`config.mk`:
```
export PLATFORM = sky130hd
export DESIGN_NAME = dot_mac_seq
export DESIGN_NICKNAME = d
export VERILOG_FILES = /design/src/rtl/dot_mac_seq.sv
export SDC_FILE = /design/constraint.sdc
export NUM_CORES = 1
export LEC_CHECK = 0
export BUFFER_PORTS_ARGS = -buffer_cell sky130_fd_sc_hd__clkbuf_2
export CORE_MARGIN = 3
export CORE_UTILIZATION = 53
export DETAILED_ROUTE_END_ITERATION = 10
export PLACE_DENSITY_LB_ADDON = 0.12
export SLEW_MARGIN = 20
export SYNTH_ARGS = -nofsm -noshare
export SYNTH_HDL_FRONTEND = slang
export SYNTH_SLANG_ARGS = --single-unit
export TNS_END_PERCENT = 20
```
`constraint.sdc`:
```
create_clock -name clk -period 3.5 [get_ports clk]
set_clock_uncertainty 0.1 [all_clocks]
set_input_delay 0.7 -clock clk [delete_from_list [all_inputs] [get_ports clk]]
set_output_delay 0.7 -clock clk [all_outputs]
set_load 0.02 [all_outputs]
```
`src/rtl/dot_mac_seq.sv`:
```
// rtl/dot_mac_seq.sv - sequential dot-product MAC driving an external pipelined 16x16 multiplier
module dot_mac_seq #(
    parameter int LAT  = 4,
    parameter int ACCW = 40
) (
    input  logic            clk,
    input  logic            rst,
    input  logic            start,
    input  logic [7:0]      len,
    input  logic            in_valid,
    input  logic [15:0]     in_a,
    input  logic [15:0]     in_b,
    output logic            in_ready,
    output logic [15:0]     mul_a,
    output logic [15:0]     mul_b,
    input  logic [31:0]     mul_p,
    output logic [ACCW-1:0] acc,
    output logic            busy,
    output logic            done,
    output logic            ovf
);

    localparam logic [1:0] S_IDLE  = 2'd0;
    localparam logic [1:0] S_ISSUE = 2'd1;
    localparam logic [1:0] S_DRAIN = 2'd2;
    localparam logic [1:0] S_DONE  = 2'd3;

    logic [1:0]    state;
    logic [7:0]    cnt;
    logic [LAT:0]  tag;
    logic          xfer;
    logic          start_ok;
    logic          last_acc;
    logic [ACCW:0] sum;

    assign in_ready = (state == S_ISSUE);
    assign busy     = (state == S_ISSUE) || (state == S_DRAIN);
    assign done     = (state == S_DONE);
    assign xfer     = in_valid && in_ready;
    assign start_ok = (state == S_IDLE) && start;

    // The extra top bit of sum is the carry out of the accumulator.
    assign sum = {1'b0, acc} + {{(ACCW + 1 - 32){1'b0}}, mul_p};

    // Once issue has finished, the slot leaving the tag line with nothing
    // behind it is the last product of the job.
    assign last_acc = tag[LAT] && (tag[LAT-1:0] == '0);

    // Operand registers and the valid-tag line that tracks products through the multiplier.
    always_ff @(posedge clk or posedge rst) begin
        if (rst) begin
            mul_a <= '0;
            mul_b <= '0;
            tag   <= '0;
        end else begin
            tag <= {tag[LAT-1:0], xfer};
            if (xfer) begin
                mul_a <= in_a;
                mul_b <= in_b;
            end
        end
    end

    // Accumulator with sticky carry-out; cleared only by an accepted start.
    always_ff @(posedge clk or posedge rst) begin
        if (rst) begin
            acc <= '0;
            ovf <= 1'b0;
        end else if (start_ok) begin
            acc <= '0;
            ovf <= 1'b0;
        end else if (tag[LAT]) begin
            acc <= sum[ACCW-1:0];
            if (sum[ACCW]) begin
                ovf <= 1'b1;
            end
        end
    end

    // Job sequencing: issue len pairs, wait for the last product, pulse done.
    always_ff @(posedge clk or posedge rst) begin
        if (rst) begin
            state <= S_IDLE;
            cnt   <= '0;
        end else begin
            case (state)
                S_IDLE: begin
                    if (start) begin
                        if (len != 8'd0) begin
                            cnt   <= len;
                            state <= S_ISSUE;
                        end else begin
                            state <= S_DONE;
                        end
                    end
                end
                S_ISSUE: begin
                    if (xfer) begin
                        cnt <= cnt - 8'd1;
                        if (cnt == 8'd1) begin
                            state <= S_DRAIN;
                        end
                    end
                end
                S_DRAIN: begin
                    if (last_acc) begin
                        state <= S_DONE;
                    end
                end
                default: begin
                    state <= S_IDLE;
                end
            endcase
        end
    end

endmodule

```
==> After elaboration in Yosys (flattened, before gate mapping) <==
Index checks and enable logic that the tools add are counted.
{ "op_classes": {"add_sub_neg": 2, "n_eq_ne": 9, "muxes": 15, "reduce_logical": 13} }
{ "op_table": {"columns": ["operator", "n"], "rows": [
  ["40-bit 2-to-1 mux", 2],
  ["40-bit by 32-bit adder with 41-bit output", 1],
  ["8-bit 2-to-1 mux", 3],
  ["8-bit one-hot mux with 2 select lines", 1],
  ["2-bit 2-to-1 mux", 5],
  ["8-bit by 1-bit equality test with 1-bit output, second input constant", 1],
  ["4-bit AND reduction", 2],
  ["8-bit nonzero test", 1],
  ["8-bit by 1-bit subtractor with 8-bit output, second input constant", 1],
  ["2-bit by 1-bit != test with 1-bit output, second input constant", 3],
  ["2-bit one-hot mux with 3 select lines", 1],
  ["2-bit nonzero test", 3],
  ["2-bit equality test, second input constant", 2],
  ["4-bit logical NOT", 1],
  ["2-bit != test, second input constant", 2],
  ["1-bit logical AND", 3],
  ["1-bit 2-to-1 mux", 3],
  ["2-bit by 1-bit equality test with 1-bit output, second input constant", 1],
  ["2-bit logical NOT", 1],
  ["2-bit AND reduction", 1],
  ["1-bit logical OR", 1]
]} }
{ "totals": {"register_bits": 88, "input_bits": 76, "output_inout_bits": 76, "word_cells": 46} }

==> Logic depth before layout (Yosys ltp) <==
Gate-level depths: netlist (run 1).
{ "depth": {"depth_word": 4, "ltp_mapped": 11, "ltp_nobuf": 11} }

==> Least setup slack after synthesis (run 1) <==
OpenSTA, ideal clock, no wires.
{ "synth_timing": {"path_kind": "input to register", "startpoint": "input mul_p[0]", "endpoint": "register acc[28]", "arrival_ns": 2.569, "path_slack_ns": 0.704, "cell_stages": 11, "path_buffers": 0, "cell_sequence": "ha_1 > inv_1 > fa_1 > nor2b_1 > o211ai_1 > a21oi_1 > o2111ai_1 > and2_1 > o21ai_1 > a311o_1 > nand3_1"} }
{ "synth_via": {"elab_chain_len": 3} }
{ "synth_lines": {"columns": ["item", "line_no", "source"], "rows": [
  ["from (decl)", "16", "input logic [31:0] mul_p,"],
  ["40-bit by 32-bit adder with 41-bit output", "43", "assign sum = {1'b0, acc} + {{(ACCW + 1 - 32){1'b0}}, mul_p};"],
  ["40-bit 2-to-1 mux", "72", "end else if (tag[LAT]) begin"],
  ["40-bit 2-to-1 mux", "69", "end else if (start_ok) begin"],
  ["to (signal assigned)", "73", "acc <= sum[ACCW-1:0];"],
  ["to (decl)", "17", "output logic [ACCW-1:0] acc,"]
]} }
No other way between the ends. The select of a mux whose other input is x is not followed.
A chain may end at the register's enable or synchronous reset.

==> Final worst setup path (run 1) <==
{ "layout_timing": {"startpoint": "input mul_p[0]", "endpoint": "register acc[32]"} }
The elaborated chain is that of the path after synthesis.

==> flow_summary.ini, run 1 <==
[run_status]
outcome = finished, final reports clean

[die]
die-area_sq_um = 11600
die_h_microns = 107
core_sq_um = 9910
row_count = 36
die_x_microns = 107
ios = 152
start_util_pct = 55.1

[critical_path]
r2r-start = acc[0]
regToRegEndpoint = acc[32]
reg2reg_setup_slack_ns = 0.68
cp.arrival_ns = 3.05
critPathMaxFanout = 5
crit_chain = clkbuf_2, ha_1, inv_1, fa_1, nor2b_1, o211ai_1, a21oi_1, o2111ai_1, a21oi_1, o31ai_2, a21oi_1, mux2i_1
startpoint = mul_p[0]
critPathSlowestCell = fa_1
slowest_delay_ns = 0.37
crit_end = acc[32]
start_kind = input port
crit_top_cell = a21oi_1
critPathKind = input port to flop
cp-end-kind = flop
crit_required_ns = 3.68
reg2reg_depth = 11

[synth]
ys_warn_count = 0
synth_area_leaders = dfrtp_1 (40%), ha_1 (8.7%), mux2_2 (6.6%), a21oi_1 (4.6%), mux2i_1 (3.7%)
synth_top_cell_by_area = dfrtp_1
ys_seq_area_share_pct = 40.3
synth_area_sq_um = 5460
synthCells = 578
avgSynthCellArea_sq_um = 9.44
synth_nets = 693
synth_ff_type = dfrtp_1
synth_edf_count = 0
synth_top_area_share_pct = 40.3
synth_common_cells = dfrtp_1 (88), nand2_1 (51), a21oi_1 (50)
post-synth-top-count-cell = dfrtp_1
async_flop_share_pct = 100
ys_ff_latch = 88
synth_cell_types = 57

[global_route]
grt_util_all_layers_pct = 24.7
grt-ovfl-total = 0
grt_pass1_vias = 5062
grt_pass1_wl_microns = 23400
antenna_found_initial = 0
grt_max_degree = 89

[detailed_routing]
vias = 4945
drc = 0
ant_nets = 0
finalWirelength_microns = 13700
wire_per_inst_microns = 15.9
wl_met2_microns = 6520
dr_wl_met3_microns = 952
routed_via_density = 5.71
top_layer = met4
wl_met1_microns = 5990
first_pass_iters = 4
drt_iter0_markers = 232

[cells_and_area]
diodes = 0
drive_gt1_share_pct = 29.5
areaGrowthSynthToFinish_pct = 20.2
nNetsFinal = 843

[clock_network]
cts_setup_buffers = 0
htree_levels = 3
cts_buffer_depth = 2
clkTransAtPathRegs_ns = 0.09
cts_resized = 0
cts_inserted_buffers = 9
cts_tree = yes
cts_hold_buf = 0
cts-root-buf = clkbuf_8
clk_latency_ns = 0.36
clock-sinks = 88

[power_and_ir_drop]
power.sequential.fraction_pct = 31.8
p_per_area_nw_per_um2 = 813
p_sw_share_pct = 46.0
p_int_mw = 2.88
ir_worst_vdd_uv = 507
p_comb_share_pct = 54.9
p_leak_nw = 3.21
clockPowerShare_pct = 13.2
power_switching_mw = 2.45
finalPower_mw = 5.34

[sta]
final-max-slew-violation-count = 0
fin_crit_sh_pct = 81.9
final_hold_viol_count = 0
fin_crit_ns = 2.87
setup_viol = 0
worstMarginPinSlew_ns = 0.844
final.setup.tns_ns = 0
grt_setup_unrepaired = no
slew_headroom_pct = 43.7
clock.fmax_ghz = 0.349

[placement]
gp_congestion = 0.895
hpwlAfterDp_microns = 10400
io_buffers = 151

[hold_path]
hold_class = flop to flop

[job]
maxCapViolations = 0
-- stage by stage --
stage	cells	hold slack [ns]	area [sq um]	utilization, %	worst slack [ns]
after floorplan	578	0.246	5460	-	0.421
after global placement	850	0.254	6370	64.3	0.372
after detailed placement	850	0.257	6370	64.3	0.313
after CTS	866	0.275	6560	66.2	0.673
after global routing	866	0.280	6560	66.2	0.395
final	866	0.274	6560	66.2	0.632
-- worst max-delay path, delay by kind of cell --
kind,cells,cell delay [ns]
AO/OA/AOI/OAI,6,1.23
adder cells (fa/ha/maj),2,0.56
buffers and inverters,2,0.14
multiplexers,1,0.20
AND/OR/NAND/NOR,1,0.21
-- logic make-up (layout without fill, tap and decap cells) --
group / Yosys count / after routing / synth area share, %
simple gates: 185 / 185 / 16.2
compound gates: 151 / 151 / 17.7
flops: 88 / 88 / 40.3
mux: 52 / 52 / 10.3
buf+inv: 41 / 196 / 2.87
fa+ha+maj: 39 / 39 / 9.08
xor+xnor: 22 / 22 / 3.53
-- worst min path at each step --
stage	start	end	depth (start not counted)	slack (ns)
floorplan	tag[2]	tag[3]	0	0.25
global placement	tag[2]	tag[3]	0	0.25
detailed placement	tag[2]	tag[3]	0	0.26
CTS	tag[1]	tag[2]	0	0.27
global route	tag[1]	tag[2]	0	0.28
finish	tag[1]	tag[2]	0	0.27
-- layout by cell type (no fill, tap or decap), types with 3 or more instances in the layout --
master    synthesis  routed
o211ai_1          6       6
o21bai_1          4       4
nor3_1           21      21
ha_1             38      38
and3_1            6       6
clkbuf_8          0       9
nor4_1            3       3
o21ai_0          31      31
xor2_1            7       7
nand2_1          51      51
a211oi_1         11      11
mux2i_1          20      20
o31ai_1           6       6
inv_1            22      21
nand2b_1          7       7
and2_1            4       4
or3_1             3       3
o21ai_1           4       4
a21o_1           12      12
xnor2_1          15      15
mux2_2           32      32
o21a_1            4       4
clkinv_2          0       3
dfrtp_1          88      88
a21oi_1          50      50
nand4_1          10      10
clkbuf_2          0     151
nor2b_1           5       5
nor2_1           48      48
buf_4             0       6
nand3_1          15      15
-- routing by layer --
metal,vias up,GRT usage (%)
met5,-,0
met4,0,9.11
met3,23,5.46
met2,165,40.9
met1,2366,31.9
li1,2391,-
-- state kept, by name, indices dropped and copies added, names as in the netlist --
signal  count
state       2
tag         5
mul_a      16
mul_b      16
ovf         1
acc        40
cnt         8
-- final cells by class --
cell class                 count  area [sq um]
fill                         838          3350
multi-input combinational    449          3100
sequential                    88          2200
timing repair buffer         158           821
tap                          133           166
clock buffer                  11           131
inverter                      22          83.8
clock inverter                 5          56.3
-- power by group through the flow --
stage               clock [mW]  sequential [mW]  combinational [mW]
finish                   0.707             1.70                2.93
CTS                      0.725             1.70                2.94
global route             0.770             1.75                3.25
floorplan                    0             2.04                1.74
global placement             0             1.69                2.85
detailed placement           0             1.71                2.93
Note: power is estimated with default switching activity, not from simulation.
==> run 2, diff against run 1 <==
CORE_UTILIZATION = 48   (was 53)
clock period = 2.6 ns   (was 3.5 ns; I/O delays follow)
==> run 2 against run 1 <==
  * Register-to-register slack got worse by 0.67 ns
  * Core utilization up 0.83 points
  * Final cell count is 9.0% higher
  * Critical path depth fell by 3
==> flow_summary.ini, run 2 (same netlist as run 1, synthesis figures left out) <==
[cells_and_area]
regMostFlops = acc
diodes = 0
ff_latch_area_sq_um = 2200
nNetsFinal = 914
areaGrowthSynthToFinish_pct = 34.9
drive_gt1_share_pct = 38.8
nFillCells = 911
multiInputGateArea_sq_um = 3260
final_cell_mix = clkbuf_2 (151), dfrtp_1 (88), buf_4 (77), nand2_1 (50), nor2_1 (48)
finalNonFillerCells = 944
top_regs = acc x40, mul_a x16, mul_b x16
largest_register_ff_count = 40
stdcell_area_sq_um = 7360
layout_commonest_cell = clkbuf_2

[die]
ios = 152
core_sq_um = 11000
start_util_pct = 49.7
die_x_microns = 113
die-area_sq_um = 12700
row_count = 38
die_h_microns = 113

[global_route]
top_usage_layer = met2
grt_util_met1_pct = 29.5
grt_pass1_vias = 5285
grt_util_all_layers_pct = 23.6
grt-ovfl-total = 0
grt_pass1_wl_microns = 24600
met3_usage_pct = 6.52
antenna_found_initial = 0
grt_max_degree = 34
use_met2_pct = 39.2

[placement]
gp_congestion = 0.875
placedCellCount = 923
hpwlAfterDp_microns = 11300
postPlaceCellArea_sq_um = 6880
io_buffers = 151

[power_and_ir_drop]
ir_worst_vdd_uv = 775
p_leak_nw = 3.60
p_per_area_nw_per_um2 = 1110

[detailed_routing]
drc = 0
routed_via_density = 5.56
wire_per_inst_microns = 15.8
ant_nets = 0
vias = 5249
first_pass_iters = 5
finalWirelength_microns = 14900
drt_iter0_markers = 275

[clock_network]
cts_inserted_buffers = 9
cts_hold_buf = 0
clock-sinks = 88
htree_levels = 3
cts-root-buf = clkbuf_16
clkTransAtPathRegs_ns = 0.07
clk_latency_ns = 0.35
cts_buffer_depth = 2
cts_tree = yes

[critical_path]
crit_required_ns = 2.72
slowest_delay_ns = 0.40
reg2reg_setup_slack_ns = 0.005
start_kind = flop
crit_chain = ha_1, a21oi_1, o21a_4, a21oi_1, o21bai_1, and2_1, o21ai_1, a2111oi_1, a211oi_1
crit_top_cell = a21oi_1
critPathKind = flop to flop
critPathSlowestCell = dfrtp_1
cp-end-kind = flop
cp.arrival_ns = 2.72
critPathMaxFanout = 3

[sta]
grt_setup_unrepaired = yes
worstMarginPinSlew_ns = 0.671
setup_viol = 0
fin_crit_sh_pct = 99.8
fin_crit_ns = 2.59
slew_headroom_pct = 55.1
clock.fmax_ghz = 0.385
final_hold_viol_count = 0
final-max-slew-violation-count = 0

[hold_path]
hold_class = input port to asynchronous set/reset pin

[run_status]
outcome = finished, final reports clean

[job]
maxCapViolations = 0
## run 2: cell count changes in the layout (fill, tap and decap cells not counted), sizes merged
| cell | previous run | this run |
|---|---|---|
| bufinv | 1 | 0 |
| clkinvlp | 1 | 3 |
| clkinv | 3 | 2 |
| buf | 7 | 78 |
| inv | 22 | 21 |
| clkbuf | 162 | 163 |
## run 2: final timing paths
path,from,endpoint,cells past startpoint
hold / removal,rst,acc[7],2
setup / recovery,acc[4],acc[21],9
hold reg to reg,tag[1],tag[2],0
setup reg to reg,acc[4],acc[21],9
min in group clk,tag[1],tag[2],0
max in group asynchronous,rst,mul_b[4],3
## run 2: per-stage QoR
step	hold slack, ns	power, mW	util (%)	setup WS [ns]	setup TNS [ns]
finish	0.113	8.15	67.0	0.00549	0
global route	0.157	8.75	67.0	-0.190	-1.40
CTS	0.122	8.04	65.4	-0.00596	-0.00596
detailed placement	0.258	6.72	62.6	-0.352	-4.88
global placement	0.256	6.60	62.6	-0.305	-4.00
floorplan	0.246	5.09	-	-0.0155	-0.0155
## run 2: final cells by class
| class | count | area share [%] |
|---|---|---|
| clock buffer | 12 | 3.48 |
| clock inverter | 4 | 0.391 |
| inverter | 22 | 1.17 |
| multi-input combinational | 449 | 44.3 |
| sequential | 88 | 29.9 |
| tap | 140 | 2.38 |
| timing repair buffer | 229 | 18.4 |
## run 2: timing repair
item                                    in CTS  in global routing
setup buffers                                0                  5
endpoints found under the setup margin       7                 23
gates resized for setup                      4                 28
pin swaps                                    1                 16
## run 2: power breakdown
part           switching, mW  internal (mW)
clock                  0.574          0.701
combinational           2.60           1.98
sequential             0.387           1.90
## run 2: critical path, delay by kind of cell, from the launching register on
| family | cells | cell delay [ns] |
|---|---|---|
| AO/OA/AOI/OAI | 7 | 1.46 |
| flip-flops | 1 | 0.40 |
| adder cells (fa/ha/maj) | 1 | 0.32 |
| AND/OR/NAND/NOR | 1 | 0.19 |
## run 2: layer usage
layer  wire length (microns)  vias to the layer above
li1                        -                     2540
met1                    6440                     2508
met2                    7040                      182
met3                    1160                       19
met4                     261                        0
met5                       0                        -
==> run 3, diff against run 2 <==
PLACE_DENSITY = 0.84   (was not set)
PLACE_DENSITY_LB_ADDON = not set   (was 0.12)
==> run 3 against run 2 <==
  * The run now ends with negative setup slack left
  * Clock power hardly changed
  * First-iteration DRC count is 84% higher
  * Power is 1.7% higher
  * Core utilization is 0.091 points lower
  * Maximum frequency is 2.9% lower
  * Via count is 3.6% higher
  * Combinational power is 1% higher
  * Wire length is 9.8% higher
  * Count of clock-buffer cells in the layout is 3 lower
  * Largest cell class unchanged
  * Highest routed layer unchanged
==> flow_summary.ini, run 3 (same netlist as run 1, synthesis figures left out) <==
[cells_and_area]
diodes = 0
drive_gt1_share_pct = 39.2
final_cell_mix = clkbuf_2 (151), dfrtp_1 (88), buf_4 (60), nand2_1 (51), nor2_1 (48)
regMostFlops = acc
layout_commonest_cell = clkbuf_2
top_regs = acc x40, mul_a x16, mul_b x16
areaGrowthSynthToFinish_pct = 34.7
final_core_util_pct = 67.0
nNetsFinal = 898
largest_register_ff_count = 40

[critical_path]
crit_chain = ha_4, inv_2, fa_2, nor2b_2, o211ai_1, a21oi_2, o2111ai_2, and2_1, o21ai_2, nor3_1, nor3_1
crit_top_cell = nor3_1
r2r-start = acc[0]
start_kind = flop
critPathKind = flop to flop
slowest_delay_ns = 0.38
reg2reg_depth = 11
crit_required_ns = 2.74
reg2reg_setup_slack_ns = -0.07
critPathMaxFanout = 4
critPathSlowestCell = dfrtp_1
regToRegEndpoint = acc[24]
cp-end-kind = flop
cp.arrival_ns = 2.81

[sta]
slew_headroom_pct = 57.8
grt_setup_unrepaired = yes
fin_crit_sh_pct = 103
final-max-slew-violation-count = 0
finalWorstSetupSlack_ns = -0.0729
clock.fmax_ghz = 0.374
worstMarginPinSlew_ns = 0.633
final_hold_viol_count = 0
setup_viol = 3
final.setup.tns_ns = -0.147
fin_crit_ns = 2.67

[clock_network]
cts_buffer_depth = 2
clock-sinks = 88
clkTransAtPathRegs_ns = 0.07
cts_inserted_buffers = 9
cts-root-buf = clkbuf_16
cts_tree = yes
htree_levels = 3
clk_latency_ns = 0.35

[global_route]
grt_pass1_wl_microns = 26300
grt_pass1_vias = 5431
antenna_found_initial = 0
grt-ovfl-total = 0
grt_util_all_layers_pct = 25.3
grt_max_degree = 43

[detailed_routing]
vias = 5438
wire_per_inst_microns = 17.6
drc = 0
first_pass_iters = 5
wl_met1_microns = 6400
top_layer = met4
wl_met2_microns = 8070
ant_nets = 0
routed_via_density = 5.86
drt_iter0_markers = 505
finalWirelength_microns = 16400
dr_wl_met3_microns = 1450

[placement]
hpwlAfterDp_microns = 11700
gp_congestion = 0.946
io_buffers = 151

[power_and_ir_drop]
p_leak_nw = 3.53
power.sequential.fraction_pct = 28.1
p_comb_share_pct = 56.1
p_per_area_nw_per_um2 = 1130
ir_worst_vdd_uv = 764
clockPowerShare_pct = 15.9
p_int_mw = 4.52
power_switching_mw = 3.76
p_sw_share_pct = 45.4

[run_status]
failed_checks = negative setup slack
outcome = complete, but fails checks

[die]
die_h_microns = 113
row_count = 38
die_x_microns = 113
start_util_pct = 49.7
core_sq_um = 11000
ios = 152
die-area_sq_um = 12700

[hold_path]
hold_class = flop to flop
hold_depth = 0
holdCritStartpoint = tag[2]
holdPathEnd = tag[3]

[job]
maxCapViolations = 0
## run 3: cell types whose count changed in the layout (fill, tap and decap cells not counted), sizes merged
cell | before | now
clkinvlp | 3 | 1
clkbuf | 163 | 160
inv | 21 | 24
dlygate4sd3 | 0 | 1
buf | 78 | 61
clkinv | 2 | 4
## run 3: how the worst max path moves through the flow
stage	start	end	slack, ns
CTS	acc[2]	acc[37]	0.004
global placement	mul_p[0]	acc[32]	-0.34
detailed placement	mul_p[0]	acc[34]	-0.43
floorplan	mul_p[0]	acc[28]	-0.02
finish	acc[0]	acc[24]	-0.07
global route	acc[0]	acc[26]	-0.20
## run 3: critical path, delay by kind of cell (launching register included)
family          cells  cell delay [ns]
flops               1             0.38
fa+ha+maj           2             0.49
buf+inv             1             0.04
simple gates        4             0.75
compound gates      4             0.79
## run 3: final cells by class
class | count | area (sq um)
fillers | 819 | 3630
multi-input cells | 449 | 3350
flip-flops and latches | 88 | 2200
repair buffers | 213 | 1240
clock buffers | 9 | 225
well taps | 140 | 175
inverters | 22 | 86.3
clock inverters | 7 | 76.3
## run 3: power groups by stage
stage | sequential, mW | combinational [mW] | clock (mW)
after global routing | 2.40 | 5.07 | 1.39
after global placement | 2.28 | 4.16 | 0
after detailed placement | 2.31 | 4.31 | 0
after floorplan | 2.75 | 2.35 | 0
final | 2.33 | 4.64 | 1.31
after CTS | 2.30 | 4.35 | 1.32
## run 3: stage by stage
step	hold WS [ns]	instance area, sq um	setup WS (ns)	total power [mW]	cells
6_report	0.272	7350	-0.0729	8.28	928
5_1_grt	0.283	7350	-0.203	8.86	928
4_1_cts	0.276	7090	0.00414	7.98	922
3_5_place_dp	0.259	6750	-0.428	6.62	905
3_3_place_gp	0.253	6750	-0.337	6.44	905
2_1_floorplan	0.246	5460	-0.0155	5.09	578
## run 3: timing repair
item | in CTS | in global routing
gates resized for setup | 9 | 35
buffers inserted | 0 | 8
hold endpoints to repair | 9 | 0
hold buffers | 1 | 0
endpoints found under the setup margin | 13 | 24
pin swaps | 5 | 12
## run 3: per-layer routing
metal | GRT usage, % | vias to the layer above
li1 | - | 2509
met1 | 31.6 | 2582
met2 | 43.0 | 298
met3 | 5.98 | 49
met4 | 8.65 | 0
met5 | 0 | -
